`config.mk`:
```
export PLATFORM = sky130hd
export DESIGN_NAME = vga_timing_gen
export DESIGN_NICKNAME = d
export VERILOG_FILES = /design/src/rtl/vga_timing_pkg.sv /design/src/rtl/pix_tick_div.sv /design/src/rtl/vga_timing_gen.sv
export SDC_FILE = /design/constraint.sdc
export NUM_CORES = 1
export LEC_CHECK = 0
export BUFFER_PORTS_ARGS = -buffer_cell sky130_fd_sc_hd__buf_2
export CAP_MARGIN = 20
export CORE_MARGIN = 2
export CORE_UTILIZATION = 49
export DETAILED_ROUTE_END_ITERATION = 8
export HOLD_SLACK_MARGIN = 0.05
export PLACE_DENSITY = 0.79
export RECOVER_POWER = 50
export SLEW_MARGIN = 10
export SYNTH_ARGS = -nofsm -noshare
export SYNTH_HDL_FRONTEND = slang
export SYNTH_SLANG_ARGS = --single-unit
export TNS_END_PERCENT = 30
```
`constraint.sdc`:
```
create_clock -name clk -period 2.21 [get_ports clk]
set_clock_uncertainty 0.2 [all_clocks]
set_input_delay 0.3315 -clock clk [delete_from_list [all_inputs] [get_ports clk]]
set_output_delay 0.3315 -clock clk [all_outputs]
set_load 0.03 [all_outputs]
```
`src/rtl/vga_timing_pkg.sv`:
```
// Raster timing presets and helpers shared by the VGA timing generator.
package vga_timing_pkg;

  // Sum of the four segments of one raster dimension.
  function automatic int raster_total(input int disp, input int fp, input int sync, input int bp);
    return disp + fp + sync + bp;
  endfunction

  // 640x480 @ 60 Hz, VESA (both syncs active-low)
  localparam int VGA640_H_DISP  = 640;
  localparam int VGA640_H_FP    = 16;
  localparam int VGA640_H_SYNC  = 96;
  localparam int VGA640_H_BP    = 48;
  localparam int VGA640_V_DISP  = 480;
  localparam int VGA640_V_FP    = 10;
  localparam int VGA640_V_SYNC  = 2;
  localparam int VGA640_V_BP    = 33;
  localparam bit VGA640_HS_POL  = 1'b0;
  localparam bit VGA640_VS_POL  = 1'b0;
  localparam int VGA640_H_TOT   = VGA640_H_DISP + VGA640_H_FP + VGA640_H_SYNC + VGA640_H_BP;
  localparam int VGA640_V_TOT   = VGA640_V_DISP + VGA640_V_FP + VGA640_V_SYNC + VGA640_V_BP;

  // 800x600 @ 60 Hz, VESA (both syncs active-high)
  localparam int SVGA800_H_DISP = 800;
  localparam int SVGA800_H_FP   = 40;
  localparam int SVGA800_H_SYNC = 128;
  localparam int SVGA800_H_BP   = 88;
  localparam int SVGA800_V_DISP = 600;
  localparam int SVGA800_V_FP   = 1;
  localparam int SVGA800_V_SYNC = 4;
  localparam int SVGA800_V_BP   = 23;
  localparam bit SVGA800_HS_POL = 1'b1;
  localparam bit SVGA800_VS_POL = 1'b1;
  localparam int SVGA800_H_TOT  = SVGA800_H_DISP + SVGA800_H_FP + SVGA800_H_SYNC + SVGA800_H_BP;
  localparam int SVGA800_V_TOT  = SVGA800_V_DISP + SVGA800_V_FP + SVGA800_V_SYNC + SVGA800_V_BP;

endpackage

```
`src/rtl/pix_tick_div.sv`:
```
// Pixel-clock enable: one clk-wide p_tick every PIX_DIV enabled clk cycles.
module pix_tick_div #(
  parameter int PIX_DIV = 2
) (
  input  logic clk,
  input  logic reset,
  input  logic en,
  input  logic restart,
  output logic p_tick
);

  localparam int DW = (PIX_DIV > 1) ? $clog2(PIX_DIV) : 1;
  localparam logic [DW-1:0] LAST = DW'(PIX_DIV - 1);

  logic [DW-1:0] div_q;

  // Mod-PIX_DIV divider; holds while paused, cleared by restart.
  always_ff @(posedge clk or negedge reset) begin
    if (!reset) begin
      div_q <= '0;
    end else if (restart) begin
      div_q <= '0;
    end else if (en) begin
      div_q <= (div_q == LAST) ? '0 : div_q + DW'(1);
    end
  end

  // Gated by reset so that with PIX_DIV=1 no tick leaks out while held in reset;
  // gated by restart so the pixel being discarded is never consumed downstream.
  assign p_tick = reset & en & ~restart & (div_q == LAST);

endmodule

```
`src/rtl/vga_timing_gen.sv`:
```
// Parametrised raster timing generator: sync, video window, coordinates, markers.
module vga_timing_gen
  import vga_timing_pkg::*;
#(
  parameter int H_DISP  = VGA640_H_DISP,
  parameter int H_FP    = VGA640_H_FP,
  parameter int H_SYNC  = VGA640_H_SYNC,
  parameter int H_BP    = VGA640_H_BP,
  parameter int V_DISP  = VGA640_V_DISP,
  parameter int V_FP    = VGA640_V_FP,
  parameter int V_SYNC  = VGA640_V_SYNC,
  parameter int V_BP    = VGA640_V_BP,
  parameter bit HS_POL  = 1'b1,
  parameter bit VS_POL  = 1'b1,
  parameter int PIX_DIV = 2,
  parameter int CW      = 10,
  parameter int FCW     = 16
) (
  input  logic           clk,
  input  logic           reset,
  input  logic           en,
  input  logic           restart,
  output logic           hsync,
  output logic           vsync,
  output logic           video_on,
  output logic           p_tick,
  output logic [CW-1:0]  pixel_x,
  output logic [CW-1:0]  pixel_y,
  output logic           line_end,
  output logic           frame_start,
  output logic [FCW-1:0] frame_count
);

  localparam int H_TOT    = raster_total(H_DISP, H_FP, H_SYNC, H_BP);
  localparam int V_TOT    = raster_total(V_DISP, V_FP, V_SYNC, V_BP);
  localparam int HS_START = H_DISP + H_FP;
  localparam int HS_END   = H_DISP + H_FP + H_SYNC - 1;
  localparam int VS_START = V_DISP + V_FP;
  localparam int VS_END   = V_DISP + V_FP + V_SYNC - 1;

  if (H_TOT > (2 ** CW)) begin : g_bad_h_tot
    $error("vga_timing_gen: H_TOT=%0d does not fit in CW=%0d bits", H_TOT, CW);
  end
  if (V_TOT > (2 ** CW)) begin : g_bad_v_tot
    $error("vga_timing_gen: V_TOT=%0d does not fit in CW=%0d bits", V_TOT, CW);
  end
  if (PIX_DIV < 1) begin : g_bad_div
    $error("vga_timing_gen: PIX_DIV=%0d must be at least 1", PIX_DIV);
  end

  logic [CW-1:0]  h_q, v_q, h_nxt, v_nxt;
  logic [FCW-1:0] fc_q;
  logic           h_last, v_last;
  logic           hs_q, vs_q, vo_q;
  logic           hs_act_nxt, vs_act_nxt, vo_nxt;

  pix_tick_div #(.PIX_DIV(PIX_DIV)) u_div (
    .clk     (clk),
    .reset   (reset),
    .en      (en),
    .restart (restart),
    .p_tick  (p_tick)
  );

  assign h_last = (h_q == CW'(H_TOT - 1));
  assign v_last = (v_q == CW'(V_TOT - 1));

  // Next raster position; the registered outputs are derived from it so they
  // land on the same edge as the coordinates they describe.
  always_comb begin
    h_nxt = h_q;
    v_nxt = v_q;
    if (restart) begin
      h_nxt = '0;
      v_nxt = '0;
    end else if (p_tick) begin
      h_nxt = h_last ? '0 : h_q + CW'(1);
      if (h_last) begin
        v_nxt = v_last ? '0 : v_q + CW'(1);
      end
    end
  end

  assign hs_act_nxt = (h_nxt >= CW'(HS_START)) && (h_nxt <= CW'(HS_END));
  assign vs_act_nxt = (v_nxt >= CW'(VS_START)) && (v_nxt <= CW'(VS_END));
  assign vo_nxt     = (h_nxt < CW'(H_DISP)) && (v_nxt < CW'(V_DISP));

  // Coordinate counters and completed-frame counter.
  always_ff @(posedge clk or negedge reset) begin
    if (!reset) begin
      h_q  <= '0;
      v_q  <= '0;
      fc_q <= '0;
    end else begin
      h_q <= h_nxt;
      v_q <= v_nxt;
      if (p_tick && h_last && v_last) begin
        fc_q <= fc_q + FCW'(1);
      end
    end
  end

  // Glitch-free sync and video window, zero skew against pixel_x/pixel_y.
  always_ff @(posedge clk or negedge reset) begin
    if (!reset) begin
      hs_q <= ~HS_POL;
      vs_q <= ~VS_POL;
      vo_q <= 1'b0;
    end else begin
      hs_q <= hs_act_nxt ? HS_POL : ~HS_POL;
      vs_q <= vs_act_nxt ? VS_POL : ~VS_POL;
      vo_q <= vo_nxt;
    end
  end

  assign hsync       = hs_q;
  assign vsync       = vs_q;
  assign video_on    = vo_q;
  assign pixel_x     = h_q;
  assign pixel_y     = v_q;
  assign frame_count = fc_q;
  assign line_end    = p_tick & h_last;
  assign frame_start = p_tick & (h_q == '0) & (v_q == '0);

endmodule

```
==> impl_results.md <==
- First-pass GRT wire length: 9.76 mm
- # setup viols final: 14
- DRT Wirelength: 5.94 mm
- GRT Overall Usage: 0.242
- Synth Register Bits: 40
- Via count: 2101
- Leakage Power: 0.00151 µW
- Number of synthesized flops with an enable pin: 0
- Clock slew at reported path FFs: 0.08 ns
- Number of port buffers: 45
- Max FO, Critical Path: 5
- Post-Syn Area: 2230 µm²
- Post-CTS Setup Bufs: 0
- Skew-Pair Late Insertion Delay: 0.29 ns
- Critical Path Slowest Stage Cell: dfrtp_2
- Critical Path RT: 2.24 ns
- Core Util, Final: 0.719
- Die height: 71.5 µm
- DRT antenna net count: 0
- FMAX: 0.421 GHz
- Final Hold Vio Count: 0
- Initial antenna violation count: 0
- Run status: finished, violations left
- MaxCap Viol Count: 0
- Yosys cell types: 47
- Worst Path Buf+Inv: 1
- Worst rel slew slack: 0.344
- Clk buf depth: 2
- PwrDens: 412 nW/µm²
- Most common cell after layout, fill and taps aside: buf_4
- RSZ-0062 raised after global routing: yes
- Critical path class: flip-flop to flip-flop
- Mapped Cells: 222
- Ant. Diodes: 0
- Final GP Congestion: 0.937
- Core region area: 4380 µm²
- Post-DP HPWL: 4.37 mm
- Period utilization: 1.08
- Peak per-stage delay on the critical path: 0.39 ns
- Most frequent cells in the layout: buf_4 (52), dfrtp_1 (34), buf_2 (32)
- Net Count, Synth: 231
- Most used DFF post-synth: dfrtp_1
- # IOs: 46
- Design area: 3150 µm²
- Syn_area_per_cell: 10.0 µm²
- Synth-to-layout area growth: 41.4%
- Worst Setup End Kind: flip-flop
- Worst slew pin tran: 0.984 ns
- Fin crit period: 2.38 ns
- Area after DPL: 2950 µm²
- Number of global-route vias before repair: 1982
- Final worst slack: -0.166 ns
- YS warnings: 0
- CTS tree: built
- Worst Setup SP: pixel_x[0]
- Peak VDD IR: 0.000288 V
- Worst hold path type: input pin to flip-flop
- Fin cells: 376
- Hold_ws: 0.180 ns
- Die ar.: 5110 µm²
- Initial core utilization: 0.509
- RR Startpoint: pixel_x[0]
- Seq/Total Area, Yosys: 0.449
- HP Start: restart
- Worst path arrival time: 2.41 ns
- Async SR Flop Fraction: 1.00
- Placed cells: 367
- Fill cells: 329
- Pre-Repair DR Iteration Count: 4
- Detailed Route Iter0 Violations: 112
- Fraction of layout cells with a size suffix above 1: 0.432
- Nets: 332
- Final TNS setup: -1.00 ns
- Row count: 24
- Clock sink count: 40
- Multi-input logic area: 1290 µm²
- Grt ovf: 0
- Clk Tree Root Cell: clkbuf_8
- Failing checks: setup timing
- Cells along the critical path: ha_4, nand4_1, buf_4, nor3_1, o211ai_1, a211o_1, nor3_2, o311a_1
- Chip Width: 71.5 µm
- Final count of pins violating max slew: 0
- DR DRC count: 0
- Vias per cell: 5.59
- Reg area: 1010 µm²
- Crit path max-delay family: compound AO/OA/AOI/OAI gates
- CTS Buf Count: 5
- CP startpoint kind: flip-flop
- Largest net degree at the start of global routing: 41
- DR WL/cell: 15.8 µm
- H-tree depth: 2
-- state kept, by name (all words and copies together), names as in the netlist --
register / cells
pixel_x: 10
frame_count: 16
pixel_y: 10
u_div.div_q: 1
vsync: 1
hsync: 1
video_on: 1
-- tightest hold or removal path, cell delays in order --
cell    delay, ns
buf_2        0.09
buf_4        0.16
nor2_1       0.06
-- kinds of logic after synthesis --
logic type                 count (synthesis)  synth area share
and+or+nand+nor                          107             0.282
DFF                                       40             0.449
xor gates and xnor gates                  33             0.130
AOI/OAI and AO/OA                         19            0.0662
buffers and inverters                     16            0.0353
adders and majority gates                  5            0.0280
muxes                                      2            0.0101
-- cell type report --
type / instances / share of cell area
clock inverter: 2 / 0.00476
timing repair buffer: 100 / 0.206
multi-input combinational: 166 / 0.410
inverter: 10 / 0.0131
tap: 52 / 0.0206
clock buffer: 6 / 0.0262
sequential: 40 / 0.320
-- synth_stat cells, drive strengths merged (3+ instances only) --
cell type	number	share of area
a21oi	6	0.013
and3	6	0.017
and4	7	0.029
buf	6	0.019
dfrtp	40	0.45
ha	5	0.028
inv	9	0.015
nand2	18	0.030
nand3	10	0.022
nand4	11	0.034
nor2	25	0.042
nor2b	3	0.0095
nor3	7	0.016
nor4	7	0.026
or3	3	0.011
xnor2	23	0.090
xor2	10	0.039
-- power breakdown --
part | total, µW | switching (µW) | internal, µW
clock | 506 | 254 | 252
sequential | 736 | 2.59 | 734
combinational | 56.6 | 37.9 | 18.6
total | 1300 | 294 | 1000
-- layer usage --
layer  routed length (µm)  vias to the layer above  GRT usage
li1                     -                      989          -
met2                 2820                       83      0.373
met5                    0                        -          0
met4                  110                        0     0.0818
met3                  411                       14     0.0492
met1                 2600                     1015      0.342
-- timing repair --
action | 4_1_cts | 5_1_grt
pin swaps | 4 | 2
hold endpoints to repair | 40 | 0
hold buffers | 1 | 0
resized for setup | 14 | 11
setup endpoints to repair | 17 | 20
-- worst paths after layout --
check                                        to  slack, ns  depth (start not counted)
worst max-delay path                      vsync      -0.17                          8
worst min-delay path                 pixel_x[2]       0.18                          3
worst max register to register            vsync      -0.17                          8
worst min register to register  frame_count[15]       0.27                          1
max in group asynchronous            pixel_x[2]       0.41                          3
min in group asynchronous            pixel_x[3]       0.73                          3
-- per-stage QoR --
stage	worst slack [ns]	total power, µW
after global placement	-0.120	806
final	-0.166	1300
after global routing	-0.277	1350
after floorplan	-0.364	772
after detailed placement	-0.218	807
after CTS	-0.105	1310
Note: power is estimated with default switching activity, not from simulation.
